**src/rtl/fetch_unit.sv**
```systemverilog
// fetch_unit: instruction fetch stage.
// Owns the PC and issues pipelined instruction-memory reads under a credit limit.
// Returned words are paired with their PC tags and buffered, then presented to IF/ID.
// A flush redirects the PC, empties the buffers and arms a counter that discards the
// responses of reads that were already in flight.
module fetch_unit #(
    parameter logic [31:0] RESET_PC   = 32'h0000_0000,
    parameter int unsigned FIFO_DEPTH = 2
) (
    input  logic        i_clk,
    input  logic        i_rst,
    input  logic        i_stall,
    input  logic        i_flush,
    input  logic [31:0] i_redirect_pc,
    output logic        o_imem_req_valid,
    input  logic        i_imem_req_ready,
    output logic [31:0] o_imem_req_addr,
    input  logic        i_imem_rsp_valid,
    input  logic [31:0] i_imem_rsp_data,
    output logic        o_if_valid,
    output logic [31:0] o_if_pc,
    output logic [31:0] o_if_instr
);

    // Pointer width and counter width (counters must hold the value FIFO_DEPTH).
    localparam int unsigned PW = (FIFO_DEPTH > 1) ? $clog2(FIFO_DEPTH) : 1;
    localparam int unsigned CW = PW + 1;
    localparam logic [CW:0] DEPTH_EXT = (CW + 1)'(FIFO_DEPTH);

    // Architectural state.
    logic [31:0]   pc_q, pc_d;
    logic [CW-1:0] outstanding_q, outstanding_d;
    logic [CW-1:0] drop_cnt_q, drop_cnt_d;

    // PC tag queue: one entry per accepted read whose response will be kept.
    logic [31:0]   tag_mem_q [FIFO_DEPTH];
    logic [PW-1:0] tag_wr_q, tag_wr_d;
    logic [PW-1:0] tag_rd_q, tag_rd_d;
    logic [CW-1:0] tag_cnt_q, tag_cnt_d;

    // Fetch buffer holding {pc, instr} pairs waiting for decode.
    logic [31:0]   buf_pc_q [FIFO_DEPTH];
    logic [31:0]   buf_instr_q [FIFO_DEPTH];
    logic [PW-1:0] buf_wr_q, buf_wr_d;
    logic [PW-1:0] buf_rd_q, buf_rd_d;
    logic [CW-1:0] buf_cnt_q, buf_cnt_d;

    // Handshake qualifiers.
    logic credit_ok;
    logic issue;
    logic rsp;
    logic rsp_drop;
    logic rsp_keep;
    logic pop;

    // The low address bits of the redirect target are ignored by design.
    logic unused_redirect_lsb;
    assign unused_redirect_lsb = ^i_redirect_pc[1:0];

    // Request, response and consume qualifiers, plus the IF/ID presentation.
    always_comb begin
        credit_ok = ({1'b0, outstanding_q} + {1'b0, buf_cnt_q}) < DEPTH_EXT;
        o_imem_req_valid = !i_rst && !i_flush && credit_ok;
        o_imem_req_addr  = pc_q;
        issue            = o_imem_req_valid && i_imem_req_ready;
        // A response with nothing outstanding is a protocol error and is ignored.
        rsp      = i_imem_rsp_valid && (outstanding_q != '0);
        rsp_drop = rsp && (i_flush || (drop_cnt_q != '0));
        rsp_keep = rsp && !rsp_drop;

        o_if_valid = !i_rst && (buf_cnt_q != '0);
        o_if_pc    = o_if_valid ? buf_pc_q[buf_rd_q] : 32'h0;
        o_if_instr = o_if_valid ? buf_instr_q[buf_rd_q] : 32'h0;
        pop        = o_if_valid && !i_stall && !i_flush;
    end

    // Next-state computation; flush overrides every other update.
    always_comb begin
        pc_d          = pc_q;
        outstanding_d = outstanding_q;
        drop_cnt_d    = drop_cnt_q;
        tag_wr_d      = tag_wr_q;
        tag_rd_d      = tag_rd_q;
        tag_cnt_d     = tag_cnt_q;
        buf_wr_d      = buf_wr_q;
        buf_rd_d      = buf_rd_q;
        buf_cnt_d     = buf_cnt_q;

        if (i_flush) begin
            pc_d          = {i_redirect_pc[31:2], 2'b00};
            outstanding_d = outstanding_q - CW'(rsp);
            // Everything still in flight after this cycle belongs to the old stream.
            drop_cnt_d    = outstanding_q - CW'(rsp);
            tag_wr_d      = '0;
            tag_rd_d      = '0;
            tag_cnt_d     = '0;
            buf_wr_d      = '0;
            buf_rd_d      = '0;
            buf_cnt_d     = '0;
        end else begin
            if (issue) begin
                pc_d = pc_q + 32'd4;
            end
            outstanding_d = outstanding_q + CW'(issue) - CW'(rsp);
            if (rsp && (drop_cnt_q != '0)) begin
                drop_cnt_d = drop_cnt_q - CW'(1);
            end

            tag_wr_d  = tag_wr_q + PW'(issue);
            tag_rd_d  = tag_rd_q + PW'(rsp_keep);
            tag_cnt_d = tag_cnt_q + CW'(issue) - CW'(rsp_keep);

            buf_wr_d  = buf_wr_q + PW'(rsp_keep);
            buf_rd_d  = buf_rd_q + PW'(pop);
            buf_cnt_d = buf_cnt_q + CW'(rsp_keep) - CW'(pop);
        end
    end

    // Control state registers with synchronous reset.
    always_ff @(posedge i_clk) begin
        if (i_rst) begin
            pc_q          <= RESET_PC;
            outstanding_q <= '0;
            drop_cnt_q    <= '0;
            tag_wr_q      <= '0;
            tag_rd_q      <= '0;
            tag_cnt_q     <= '0;
            buf_wr_q      <= '0;
            buf_rd_q      <= '0;
            buf_cnt_q     <= '0;
        end else begin
            pc_q          <= pc_d;
            outstanding_q <= outstanding_d;
            drop_cnt_q    <= drop_cnt_d;
            tag_wr_q      <= tag_wr_d;
            tag_rd_q      <= tag_rd_d;
            tag_cnt_q     <= tag_cnt_d;
            buf_wr_q      <= buf_wr_d;
            buf_rd_q      <= buf_rd_d;
            buf_cnt_q     <= buf_cnt_d;
        end
    end

    // Storage arrays: tag written on issue, buffer written on a kept response.
    always_ff @(posedge i_clk) begin
        if (!i_rst && issue) begin
            tag_mem_q[tag_wr_q] <= pc_q;
        end
        if (!i_rst && rsp_keep) begin
            buf_pc_q[buf_wr_q]    <= tag_mem_q[tag_rd_q];
            buf_instr_q[buf_wr_q] <= i_imem_rsp_data;
        end
    end

`ifndef SYNTHESIS
    // Protocol and structural invariants checked in simulation only.
    always_ff @(posedge i_clk) begin
        if (!i_rst) begin
            assert (!(i_imem_rsp_valid && (outstanding_q == '0)))
            else $error("fetch_unit: response with no outstanding read");
            assert (({1'b0, outstanding_q} + {1'b0, buf_cnt_q}) <= DEPTH_EXT)
            else $error("fetch_unit: credit overrun out=%0d buf=%0d", outstanding_q, buf_cnt_q);
            assert (drop_cnt_q <= outstanding_q)
            else $error("fetch_unit: drop=%0d exceeds out=%0d", drop_cnt_q, outstanding_q);
            assert (o_imem_req_addr[1:0] == 2'b00)
            else $error("fetch_unit: misaligned request address %h", o_imem_req_addr);
            assert (tag_cnt_q == (outstanding_q - drop_cnt_q))
            else $error("fetch_unit: tag count %0d out of step", tag_cnt_q);
        end
    end
`endif

endmodule

```
**config.mk**
```make
export PLATFORM = sky130hd
export DESIGN_NAME = fetch_unit
export DESIGN_NICKNAME = d
export VERILOG_FILES = /design/src/rtl/fetch_unit.sv
export SDC_FILE = /design/constraint.sdc
export NUM_CORES = 1
export LEC_CHECK = 0
export CAP_MARGIN = 20
export CORE_ASPECT_RATIO = 1.25
export CORE_MARGIN = 5
export CORE_UTILIZATION = 30
export CTS_CLUSTER_SIZE = 28
export DETAILED_ROUTE_END_ITERATION = 8
export GPL_ROUTABILITY_DRIVEN = 1
export SYNTH_ARGS = -nofsm -noshare
export SYNTH_HDL_FRONTEND = slang
export SYNTH_SLANG_ARGS = --single-unit
```
**constraint.sdc**
```tcl
create_clock -name i_clk -period 9.4 [get_ports i_clk]
set_input_delay 2.82 -clock i_clk [delete_from_list [all_inputs] [get_ports i_clk]]
set_output_delay 2.82 -clock i_clk [all_outputs]
set_load 0.1 [all_outputs]
```
After elaboration in Yosys (flattened, before gate mapping):

Memory sizes are Yosys's and may differ from the RTL's. A register that Yosys moved wholly into a read port is not among the register bits.
Index checks and enable logic that the tools add are counted.

* add/sub/neg operators: 12
* order comparisons: 1
* muxes and demuxes: 14
* reduce and logical (&&, ||, !) cells: 23

Operator list (number)
* $mux 32: 4
* $add 32x3->32 const B: 1
* $logic_and 1x1->1: 12
* $reduce_bool 2->1: 5
* $mux 1: 7
* $mux 2: 3
* $sub 2x1->2: 3
* $add 1x1->1: 4
* $add 2x1->2: 2
* $logic_not 1->1: 4
* $add 2x2->3: 1
* $lt 3x2->1 const B: 1
* $reduce_or 2->1: 1
* $sub 2x1->2 const B: 1
* $logic_or 1x1->1: 1

* bits in registers: 42
* bits in writable memories: 192
* bits of input ports: 70
* output and inout port bits: 98
* word-level logic and storage cells: 62
* memories: 3

Memory list
* buf_instr_q: depth 2, width 32, rd ports 1, clocked after Yosys merged registers in 1, wr ports 1, line 43 `logic [31:0] buf_instr_q [FIFO_DEPTH];`
* buf_pc_q: depth 2, width 32, rd ports 1, clocked after Yosys merged registers in 1, wr ports 1, line 42 `logic [31:0] buf_pc_q [FIFO_DEPTH];`
* tag_mem_q: depth 2, width 32, rd ports 1, clocked after Yosys merged registers in 1, wr ports 1, line 36 `logic [31:0] tag_mem_q [FIFO_DEPTH];`

Logic depth before layout (Yosys ltp):

* word-level depth: 8
* mapped depth: 13
* gate-level depth less buffers: 12

Least setup slack after synthesis:

OpenSTA, ideal clock, no wires.

* path kind: input -> register
* start point: input port i_flush
* end point: memory buf_instr_q[0][0] (enable)
* setup time: 0.558 ns
* arrival time: 7.694 ns
* required time: 8.842 ns
* setup slack: 1.148 ns
* stages on the path: 3
* buffers on the path: 1
* cell sequence: or2_2 > clkbuf_1 > nor3_1

* word-level cells in the longest chain between the ends: 7

RTL lines
* start, declared: line 13 `input logic i_flush,`
* $logic_or 1x1->1: line 68 `rsp_drop = rsp && (i_flush || (drop_cnt_q != '0));`
* $logic_and 1x1->1: line 68
* $logic_not 1->1: line 69 `rsp_keep = rsp && !rsp_drop;`
* $logic_and 1x1->1: line 69
* $logic_and 1x1->1: line 149 `if (!i_rst && rsp_keep) begin`
* $mux 1: line 149
* $mux 1 (not written as such): line 151 `buf_instr_q[buf_wr_q] <= i_imem_rsp_data;`
* end, declared: line 43

Every way passes these cells.

Final worst setup path:

* start point: input port i_rst
* end point: output port o_if_pc[24]

* word-level cells in the longest chain between the ends: 3

RTL lines
* start, declared: line 11 `input logic i_rst,`
* $logic_not 1->1: line 71 `o_if_valid = !i_rst && (buf_cnt_q != '0);`
* $logic_and 1x1->1: line 71
* $mux 32: line 72 `o_if_pc = o_if_valid ? buf_pc_q[buf_rd_q] : 32'h0;`
* end, declared: line 21 `output logic [31:0] o_if_pc,`

Every way passes these cells.

==> impl_results.md <==
- Final setup vio count: 0
- Setup Buffers After CTS: 0
- Area leader, netlist: edfxtp_1
- Peak supply drop: 0.000112 V
- Worst Path Arrival: 5090 ps
- Vias: 6123
- CP top delay family: buffers and inverters
- Area growth syn-to-layout: 28.0%
- Drc violations: 0
- Setup TNS: 0 ps
- Number of global-route vias before repair: 6153
- Fill cell count: 2963
- Post-Syn Area: 9470 um2
- Crit Path Max Fanout: 22
- Maxcap violations: 0
- Sequential area share after synthesis: 66.8%
- Post-CTS Resized: 0
- Post-synth ARST share: 0%
- Hold Crit Class: flip-flop to flip-flop
- Routed WL: 23800 um
- Crit-path most repeated cell: buf_4
- H-tree depth: 1
- Adder-cell share of the synthesized area: 1.14%
- Critical path launch point type: input port
- CTS tree: built
- Nets: 925
- Final cycle utilization of the critical path: 84.1%
- Area post-placement: 11400 um2
- Critical path's slowest cell: clkdlybuf4s50_1
- Seq. cell area: 6330 um2
- Slowest stage delay, CP: 920 ps
- Final GP Congestion: 0.810
- Post-synth EDFFs: 184
- Design Area, Final: 12100 um2
- Pwr Density: 189 nW/um2
- Number of DRC markers in iteration 0: 290
- Slew @ Worst Pin: 1070 ps
- Status: complete, no violations
- Buf/Inv on CP: 4
- Slew headroom: 28.7%
- DRT antenna net count: 0
- Total grt overflow: 0
- Mean post-synth cell area: 13.8 um2
- CTS Buffer Depth: 3
- Wire per inst: 18.8 um
- Die W: 169 um
- Largest net degree at the start of global routing: 63
- Pwr Total: 0.00230 W
- Yosys reg bits: 224
- Share of cells above drive strength 1: 18.0%
- Root Buffer: clkbuf_16
- Simple-Gate Fraction of Synth Area: 11.8%
- Number of hold buffers added after cts: 0
- Final HPWL DP: 15900 um
- Multi-input logic area: 2930 um2
- CP required: 6580 ps
- Clock slew at reported path FFs: 60 ps
- Compound-Gate Fraction of Synth Area: 5.74%
- Height of the chip: 209 um
- CP Capture Type: primary output
- TritonRoute pass-1 iters: 5
- Xor/xnor cell area share of the yosys netlist: 1.67%
- Via density: 4.83
- Worst skew pair latency: 500 ps
- Final Worst Setup Slack: 1490 ps
- Post-Syn Instances: 687
- Initial Util: 30.5%
- Core Region: 31100 um2
- Initial antenna violation count: 0
- Port Buf Inserts: 161
- Fin Clk Skew: 11.3 ps
- Clock sinks: 224
- Num CTS Buffers: 23
- First-pass GRT wire length: 36200 um
- Final hold viol count: 0
- Die area: 35200 um2
- Synth area leaders: edfxtp_1 58%, dfxtp_1 8.5%, mux2i_1 6.7%, nor2_1 3.6%, mux2_2 3.6%
- FF-to-FF setup slack: 5570 ps
- Max frequency: 126 MHz
- Io pins: 168
- RSZ-0062 raised after global routing: false
- Floorplan row count: 72
- Post-synthesis cell type count: 67
- Dominant synthesized flop cell: edfxtp_1
- Total GRT Usage: 13.1%
- Crit path time final: 7910 ps
- Ys Warns: 0
- Final Max Slew Viols: 0
- Pre-CTS WS: 1430 ps
- Share of the synthesized area in the top cell type: 58.4%
- Mux cell area share after synthesis: 10.2%
- ANT cells: 0
- Leakage: 4.03 nW
- CP Class: input port to primary output
- Critical-path cell list: clkdlybuf4s50_1 -> o21bai_4 -> buf_16 -> buf_4 -> nor2_1 -> buf_4
- Main combinational cell family by area after synthesis: simple AND/OR/NAND/NOR gates
final cells by class:
class	count	area share [%]
Inverter	14	0.434
Sequential cell	224	52.2
Clock buffer	29	4.94
Tap cell	407	4.20
Timing Repair Buffer	173	12.9
Clock inverter	11	1.09
Multi-Input combinational cell	411	24.2
flip-flops by register name, indices dropped and copies added (netlist names):
signal	cells
outstanding_q	2
tag_rd_q	1
drop_cnt_q	2
buf_wr_q	1
tag_wr_q	1
tag_mem_q	60
buf_pc_q	60
buf_rd_q	1
buf_instr_q	64
buf_cnt_q	2
o_imem_req_addr	30
synth_stat cells (3+ instances only):
cell and count:
inv_1 13, a21oi_1 15, o311ai_1 3, xor2_1 6, dfxtp_1 40, buf_2 11, mux2i_1 63, buf_1 13
o311ai_0 3, a32oi_1 3, a31oi_1 6, xnor2_1 12, nor2_1 91, nand2_1 26, nand3_1 21, or3_1 5
and2_1 4, mux2_2 30, nor2b_1 4, nand4_1 13, buf_4 4, edfxtp_1 184, nor4_1 10, ha_1 7
nor3_1 11, a311oi_1 4, a211oi_1 7, and4_1 5, a311o_1 4, and3_1 7, clkbuf_1 12
cells in the final DEF, fill, tap and decap left out, drive strengths merged, types with 7 or more instances in the layout:
cell type / count
mux2: 30
nand4: 14
xnor2: 12
clkbuf: 29
a211oi: 8
nand2: 26
dfxtp: 40
nand3: 21
and3: 7
ha: 7
clkdlybuf4s50: 97
nor4: 13
mux2i: 63
edfxtp: 184
buf: 76
a21oi: 15
inv: 15
nor2: 92
nor3: 13
worst reg2reg max path: stages, from the launching register on:
cell and delay, ps:
dfxtp_1 410, and2_1 170, fa_1 490, or3b_1 790, nor2_8 380, inv_2 180, nor2_2 620, buf_4 450
metal layers:
metal | up-vias | routed length (um) | track usage, %
met2 | 160 | 12300 | 23.6
li1 | 2926 | - | -
met5 | - | 0 | 0
met3 | 31 | 1200 | 2.33
met1 | 3006 | 9680 | 15.9
met4 | 0 | 591 | 3.72
logic make-up after synthesis:
kind of cell	count (synthesis)
flip-flops	224
buffers and inverters	55
AND/OR/NAND/NOR	217
AO/OA/AOI/OAI	71
XOR/XNOR	18
other	1
multiplexers	93
adder cells (fa/ha/maj)	8
worst paths after layout:
path / cells past startpoint / start / to
setup reg to reg: 7 / buf_cnt_q[0] / tag_mem_q[0][23]
hold / removal: 1 / tag_mem_q[0][8] / buf_pc_q[0][8]
setup / recovery: 6 / i_rst / o_if_pc[24]
hold reg to reg: 1 / tag_mem_q[0][8] / buf_pc_q[0][8]
stage by stage:
stage	cells	util, %	hold slack (ps)
floorplan	690	-	498
detailed placement	1229	36.6	547
finish	1269	39.0	557
global route	1269	39.0	564
global placement	1228	36.5	537
CTS	1269	39.0	561
power breakdown:
part	internal [W]	switching [W]	total (W)
Clock	0.000532	0.000358	0.000890
Sequential	0.00111	0.0000317	0.00114
Combinational	0.0000859	0.000181	0.000267
Total	0.00173	0.000571	0.00230
No activity file was read; power rests on OpenSTA's default activity.
